<file path="src/rtl/iq_amplitude.sv">
// I/Q amplitude stage: turns signed I/Q pairs into an unsigned amplitude word.
// Each sample selects exact power (I^2+Q^2) or alpha-max-plus-beta-min magnitude.
module iq_amplitude #(
  parameter int IQBITS = 16,
  parameter int NBITS  = 32
) (
  input  logic                     clk,
  input  logic                     rst,
  input  logic                     iq_valid,
  input  logic signed [IQBITS-1:0] i_data,
  input  logic signed [IQBITS-1:0] q_data,
  input  logic                     mode,
  input  logic                     sat_clr,
  output logic [NBITS-1:0]         amplitude,
  output logic                     load_val,
  output logic                     sat_flag
);

  localparam int PW = 2 * IQBITS;
  localparam int SW = PW + 1;

  logic [2:0]        vld_pipe_q, vld_pipe_d;

  logic [IQBITS-1:0] abs_i_q, abs_i_d;
  logic [IQBITS-1:0] abs_q_q, abs_q_d;
  logic              mode1_q;

  logic [PW-1:0]     p0_q, p0_d;
  logic [PW-1:0]     p1_q, p1_d;
  logic              mode2_q;

  logic [NBITS-1:0]  amp_q, amp_d;
  logic              sat_q, sat_d;

  logic [PW-1:0]     sq_i, sq_q;
  logic [IQBITS-1:0] mx, mn;
  logic [SW-1:0]     sum;
  logic              clip;

  // Stage 1: the IQBITS-bit negate of the most negative code is 2^(IQBITS-1)
  // when read as unsigned, so full-scale negative needs no extra bit.
  always_comb begin
    abs_i_d = i_data[IQBITS-1] ? IQBITS'(-i_data) : IQBITS'(i_data);
    abs_q_d = q_data[IQBITS-1] ? IQBITS'(-q_data) : IQBITS'(q_data);
  end

  // Stage 2 shares one register pair: squares in power mode, max/min otherwise.
  always_comb begin
    sq_i = PW'(abs_i_q) * PW'(abs_i_q);
    sq_q = PW'(abs_q_q) * PW'(abs_q_q);
    mx   = (abs_i_q >= abs_q_q) ? abs_i_q : abs_q_q;
    mn   = (abs_i_q >= abs_q_q) ? abs_q_q : abs_i_q;
    p0_d = mode1_q ? PW'(mx) : sq_i;
    p1_d = mode1_q ? PW'(mn) : sq_q;
  end

  // Stage 3: full-precision sum; magnitude uses mx + mn*(1/4 + 1/8).
  always_comb begin
    if (mode2_q)
      sum = SW'(p0_q) + SW'(p1_q >> 2) + SW'(p1_q >> 3);
    else
      sum = SW'(p0_q) + SW'(p1_q);
  end

  generate
    if (SW > NBITS) begin : g_clip
      assign clip  = |sum[SW-1:NBITS];
      assign amp_d = clip ? {NBITS{1'b1}} : sum[NBITS-1:0];
    end else begin : g_noclip
      assign clip  = 1'b0;
      assign amp_d = NBITS'(sum);
    end
  endgenerate

  // A clip registered on the same edge as a clear wins.
  always_comb begin
    vld_pipe_d = {vld_pipe_q[1:0], iq_valid};
    if (vld_pipe_q[1] && clip)
      sat_d = 1'b1;
    else if (sat_clr)
      sat_d = 1'b0;
    else
      sat_d = sat_q;
  end

  always_ff @(posedge clk) begin
    if (rst) begin
      vld_pipe_q <= '0;
      abs_i_q    <= '0;
      abs_q_q    <= '0;
      mode1_q    <= 1'b0;
      p0_q       <= '0;
      p1_q       <= '0;
      mode2_q    <= 1'b0;
      amp_q      <= '0;
      sat_q      <= 1'b0;
    end else begin
      vld_pipe_q <= vld_pipe_d;
      sat_q      <= sat_d;
      if (iq_valid) begin
        abs_i_q <= abs_i_d;
        abs_q_q <= abs_q_d;
        mode1_q <= mode;
      end
      if (vld_pipe_q[0]) begin
        p0_q    <= p0_d;
        p1_q    <= p1_d;
        mode2_q <= mode1_q;
      end
      if (vld_pipe_q[1])
        amp_q <= amp_d;
    end
  end

  assign amplitude = amp_q;
  assign load_val  = vld_pipe_q[2];
  assign sat_flag  = sat_q;

endmodule

</file>
<file path="config.mk">
export PLATFORM = sky130hd
export DESIGN_NAME = iq_amplitude
export DESIGN_NICKNAME = d
export VERILOG_FILES = /design/src/rtl/iq_amplitude.sv
export SDC_FILE = /design/constraint.sdc
export NUM_CORES = 1
export LEC_CHECK = 0
export ABC_AREA = 1
export CAP_MARGIN = 20
export CELL_PAD_IN_SITES_DETAIL_PLACEMENT = 0
export CELL_PAD_IN_SITES_GLOBAL_PLACEMENT = 1
export CORE_ASPECT_RATIO = 1.4
export CORE_UTILIZATION = 45
export CTS_BUF_LIST = sky130_fd_sc_hd__clkbuf_2 sky130_fd_sc_hd__clkbuf_4 sky130_fd_sc_hd__clkbuf_8
export CTS_CLUSTER_DIAMETER = 40
export DETAILED_ROUTE_END_ITERATION = 6
export GPL_TIMING_DRIVEN = 1
export PLACE_DENSITY = 0.82
export SETUP_SLACK_MARGIN = 0.05
export SYNTH_ARGS = -nofsm -noshare
export SYNTH_HDL_FRONTEND = slang
export SYNTH_SLANG_ARGS = --single-unit
</file>
<file path="constraint.sdc">
create_clock -name clk -period 16.65 [get_ports clk]
set_clock_uncertainty 0.2 [all_clocks]
set_input_delay 1.665 -clock clk [delete_from_list [all_inputs] [get_ports clk]]
set_output_delay 1.665 -clock clk [all_outputs]
set_load 0.02 [all_outputs]
</file>
==> reports/qor.yml, run 1 <==
finalSetupViolCount: 0
grt.total_usage_pct: 29.33
design.core.area_um2: 59810
ys_seq_area_share_pct: 9.827
portBuffers: 70
grt.overflow.total: 0
layout_common_cells: "1024 x nand2_1, 972 x inv_1, 355 x fa_1"
synth_area_um2: 27300
cpMaxStageDelayCell: "dfxtp_1"
cts.sinks: 134
peakVddDrop_v: 0.00004491
outcome: "finished, final reports clean"
place_congestion: 1.026
clkLatencyLatePin_ns: 0.54
drt_iter0_drc: 1331
synth_top_cells_by_area: "fa_1 26%, nand2_1 14%, inv_1 13%, ha_1 13%, dfxtp_1 9.8%"
critPathKind: "register to register"
hold_class: "register to register"
crit_fanout: 20
path_delay_family: "adder cells"
leakage_nw: 16.96
synthToLayoutAreaGrowth_pct: 6.440
nNetsFinal: 4696
layout.cells.most_common: "nand2_1"
syn_inst: 4039
critical_path_required_ns: 16.91
max_stage_delay_ns: 0.97
fin_crit_ns: 6.419
crit_path_end_kind: "register"
top_layer: "met4"
cts_tree: "built"
ant_nets: 0
die_area_um2: 61670
synthArstFlopShare_pct: 0
cts_hold_buf: 0
postCtsSetupRepairBufs: 0
setup_tns_ns: 0
maxSlewViolCount: 0
cp-start-kind: "register"
worst_path_most_repeated_cell: "fa_1"
rows: 106
synth_area_per_cell_um2: 6.759
synthDistinctLibCells: 50
drc_errors: 0
routed_via_density: 5.072
grt_start_max_net_pins: 61
synth_enable_flop_cells: 0
ctsResizeCount: 0
cts_buffer_depth: 2
timing.final.hold_violations: 0
yosysTopAreaCell: "fa_1"
yosysWarnings: 0
wl_um: 86930
grt_pass1_wl_um: 138300
drive_gt1_share_pct: 2.701
slew_headroom_pct: 33.62
tightest_slew_ns: 0.9943
hpwl_um: 73810
antenna_found_initial: 1
cts_htree_levels: 4
power_w: 0.001811
synth_top_area_share_pct: 26.03
die_height_um: 293.4
root_buffer: "clkbuf_8"
io-pin-count: 71
start_util_pct: 45.64
vias: 24580
syn-num-nets: 4712
cp_cell_sequence: "nand2_1 > fa_1 > inv_1 > fa_1 > fa_1 > fa_1 > fa_1 > inv_1 > fa_1 > inv_1 > ha_1 > nand2_1 > nor2_1 > inv_1 > nor2_1 > nand4_1 > nand3_1 > or2_2 > nand3_1 > a21oi_1"
cp.arrival_ns: 6.67
maxCapViolCount: 0
cts_buffers: 17
fillers: 6300
first_pass_iters: 5
max_freq_mhz: 155.8
p_per_area_nw_per_um2: 62.34
fp.dieW_um: 210.2
wl_per_cell_um: 17.93
ys.flop_type: "dfxtp_1"
grt_pass1_vias: 25460
wl_met2_um: 44640
rsz0062_at_grt: "false"
wl_met1_um: 34450
met3_length_um: 2987
cp_num_buf_inv: 4
synth_seq_cells: 134
period_share_pct: 38.55
clkTransAtPathRegs_ns: 0.09
-- power breakdown --
group / switching [W] / leakage (nW) / internal (W)
Combinational: 0.000704 / 15.6 / 0.000380
Sequential: 0.0000716 / 1.10 / 0.000345
Clock: 0.000165 / 0.209 / 0.000146
Total: 0.000941 / 17.0 / 0.000871
-- registers in the layout, indices dropped and copies added (netlist names) --
name / flops
abs_i_q: 16
abs_q_q: 16
amplitude: 32
mode1_q: 1
mode2_q: 1
p0_q: 32
p1_q: 32
sat_flag: 1
vld_pipe_q: 3
-- worst register-to-register path, stage by stage, from the launching register on --
cell and delay [ns]:
dfxtp_1 0.97, nand2_1 0.19, fa_1 0.63, inv_1 0.08, fa_1 0.60, fa_1 0.45, fa_1 0.46, fa_1 0.49
inv_1 0.05, fa_1 0.49, inv_1 0.05, ha_1 0.39, nand2_1 0.13, nor2_1 0.24, inv_1 0.11, nor2_1 0.20
nand4_1 0.18, nand3_1 0.14, or2_2 0.11, nand3_1 0.06, a21oi_1 0.14
-- cell usage after synthesis, drive strengths merged (2+ instances only) --
cell / number
a22o: 3
fa: 355
xor2: 40
o21ai: 167
buf: 22
clkinv: 3
nand3: 208
nor2: 304
nand2: 1040
nand3b: 22
o21bai: 17
nor3: 37
ha: 281
or2: 9
o211ai: 19
a21o: 2
a31oi: 5
and3: 2
and2: 2
nand4: 35
a21boi: 5
clkbuf: 96
a21oi: 220
inv: 986
dfxtp: 134
a31o: 2
o32ai: 2
xnor2: 12
a221oi: 3
-- per-stage QoR --
| step | hold slack, ns | instance area (um^2) | worst slack [ns] | util, % | std cells |
|---|---|---|---|---|---|
| finish | 0.2721 | 29060 | 10.23 | 48.58 | 4847 |
| global placement | 0.2611 | 28630 | 10.29 | 47.87 | 4814 |
| detailed placement | 0.2639 | 28630 | 10.26 | 47.87 | 4814 |
| CTS | 0.2796 | 29050 | 10.23 | 48.57 | 4846 |
| floorplan | 0.2491 | 27300 | 10.93 | - | 4039 |
| global route | 0.2975 | 29060 | 9.864 | 48.58 | 4847 |
-- worst paths after layout --
| check | to | from | cells past startpoint | slack (ns) |
|---|---|---|---|---|
| max | p0_q[21] | abs_i_q[6] | 20 | 10.23 |
| max reg2reg | p0_q[21] | abs_i_q[6] | 20 | 10.23 |
| min reg2reg | sat_flag | sat_flag | 2 | 0.27 |
| min | sat_flag | sat_flag | 2 | 0.27 |
-- per-layer routing --
layer / up-vias / global-route usage (%)
li1: 12230 / -
met4: 0 / 15.67
met1: 11610 / 33.19
met3: 189 / 2.576
met2: 555 / 54.11
met5: - / 0
-- kinds of logic after synthesis --
family	synth area share, %
xor gates and xnor gates	1.668
and+or+nand+nor	25.31
adders and majority gates	38.91
muxes	0.03667
DFF	9.827
AOI/OAI and AO/OA	8.878
buffers and inverters	15.36
-- area by class of cell --
cell class / instances / area [um^2] / area share (%)
Multi-Input combinational cell: 2798 / 20430 / 70.30
Inverter: 989 / 3712 / 12.78
Clock inverter: 13 / 161.4 / 0.5555
Clock buffer: 19 / 261.5 / 0.9000
Timing Repair Buffer: 83 / 795.8 / 2.739
Sequential cell: 134 / 2683 / 9.232
Antenna cell: 1 / 2.502 / 0.008612
Tap cell: 810 / 1013 / 3.488
Power figures use the tool's default switching activity.
==> run 2, diff against run 1 <==
clock period = 5.95 ns   (was 16.65 ns; I/O delays follow)
==> run 2 against run 1 <==
Net effect:
- register-to-register slack got worse by 9.9 ns
- global-route usage increased by 0.63 points
- fmax increased by 14%
- final area increased by 3.5%
- die area unchanged
- sequential share of layout area decreased by 0.080 points
- utilization increased by 1.7 points
- sequential power increased to 2.7 times the previous value
- via count increased by 2.0%
- worst setup slack got worse by 9.9 ns
- hold slack improved by 0.00065 ns
==> reports/qor.yml, run 2 (synthesized netlist as in run 1, its figures left out) <==
die_height_um: 293.4
design.core.area_um2: 59810
grt_start_max_net_pins: 59
grt.total_usage_pct: 29.96
switching_power_w: 0.002765
worst_path_most_repeated_cell: "fa_1"
routed_via_density: 5.072
drive_gt1_share_pct: 6.896
root_buffer: "clkbuf_8"
fp.dieW_um: 210.2
finalSetupViolCount: 0
cts_tree: "built"
placedCellCount: 4908
reg2reg_depth: 21
cp_cell_sequence: "buf_12 > nand2_1 > fa_1 > inv_1 > fa_1 > fa_1 > fa_1 > fa_1 > inv_1 > fa_1 > inv_1 > ha_2 > nand2_1 > nor2_1 > inv_1 > nor2_1 > nand3_1 > nand3_1 > a21oi_1 > o21ai_0 > a21oi_1"
cpMaxStageDelayCell: "fa_1"
period_share_pct: 95.01
drc_errors: 0
rows: 106
cts.sinks: 134
grt.overflow.total: 0
vias: 25080
max_stage_delay_ns: 0.56
p_comb_share_pct: 63.2
tightest_slew_ns: 0.9051
dp_worst_setup_slack_ns: -0.07497
clkTransAtPathRegs_ns: 0.12
p_int_w: 0.002521
leakage_nw: 17.48
cp-start-kind: "register"
peakVddDrop_v: 0.0001181
wl_per_cell_um: 18.02
maxSlewViolCount: 0
hold_class: "register to register"
antenna_found_initial: 2
hpwl_um: 76720
place_congestion: 1.001
start_util_pct: 45.64
cts_buffer_depth: 2
drt_iter0_drc: 1322
path_delay_family: "adder cells"
timing.final.hold_violations: 0
holdPathStages: 2
clockPowerShare_pct: 15.6
ant_nets: 0
cp_num_buf_inv: 5
clkLatencyLatePin_ns: 0.57
maxCapViolCount: 0
p_sw_share_pct: 52.31
pwr-share-seq_pct: 21.2
first_pass_iters: 5
nNetsFinal: 4793
io-pin-count: 71
fin_util_pct: 50.26
worst-path-stages: 21
critPathKind: "register to register"
wl_um: 89080
layout.cells.non_filler: 4944
die_area_um2: 61670
layout.cells.most_common: "nand2_1"
layout_common_cells: "1018 x nand2_1, 971 x inv_1, 353 x fa_1"
cts_htree_levels: 4
crit_fanout: 13
synthToLayoutAreaGrowth_pct: 10.13
fin_crit_ns: 5.653
portBuffers: 70
worst_slack_ns: 0.2971
max_freq_mhz: 176.9
grt_pass1_vias: 25890
cts_buffers: 17
cp.arrival_ns: 5.91
p_per_area_nw_per_um2: 175.8
outcome: "finished, final reports clean"
rsz0062_at_grt: "true"
critical_path_required_ns: 6.20
r2r_slack_ns: 0.30
grt_pass1_wl_um: 140100
slew_headroom_pct: 39.02
crit_path_end_kind: "register"
==> run 2: changes by cell type in the layout (fill, tap and decap cells not counted), moves of 11 or more <==
cell,before,now
buf_4,14,102
dfxtp_1,134,107
a21oi_1,216,199
a21oi_2,4,21
dfxtp_4,0,14
o21ai_0,156,142
dfxtp_2,0,13
o21ai_1,11,22
==> run 2: worst min-delay path, stage by stage (launching register included) <==
cell and delay [ns]:
dfxtp_1 0.32, inv_1 0.05, o31ai_1 0.06
==> run 2: final timing paths <==
kind,from,endpoint
worst max-delay path,abs_q_q[4],p1_q[20]
worst min-delay path,sat_flag,sat_flag
worst max register to register,abs_q_q[4],p1_q[20]
worst min register to register,sat_flag,sat_flag
==> run 2: cell type report <==
type	instances	area (um^2)
sequential	134	2751
multi-input combinational	2798	20620
tap	810	1013
fill	6334	29750
timing repair buffer	180	1575
inverter	989	3712
antenna	1	2.502
clock buffer	17	234.0
clock inverter	15	155.1
==> run 2: metal layers <==
layer / vias up / part of all wire [%] / GRT usage (%)
li1: 12420 / - / -
met1: 11900 / 39 / 32.41
met2: 550 / 52 / 55.87
met3: 212 / 3.2 / 3.292
met4: 2 / 6.2 / 17.48
met5: - / 0.015 / 0
==> run 2: per-stage QoR <==
stage	instance area (um^2)	TNS, ns	hold slack, ns	power [W]
floorplan	27300	0	0.2491	0.003246
global placement	29360	-0.1086	0.2525	0.004334
detailed placement	29360	-0.1486	0.2594	0.004370
CTS	29760	0	0.2774	0.005223
global route	30060	0	0.2907	0.005797
finish	30060	0	0.2728	0.005286
==> run 2: power groups by stage <==
stage               sequential [W]  combinational, W  clock, W
floorplan                  0.00106           0.00219         0
global placement           0.00114           0.00320         0
detailed placement         0.00114           0.00323         0
CTS                        0.00112           0.00325  0.000851
global route               0.00113           0.00379  0.000882
finish                     0.00112           0.00334  0.000823
==> run 2: what timing repair did <==
item                       CTS  global route
gates resized for setup     10           109
hold buffers                 0             0
setup endpoints to repair    7            42
pin swaps                    0             6
setup buffers                0             3
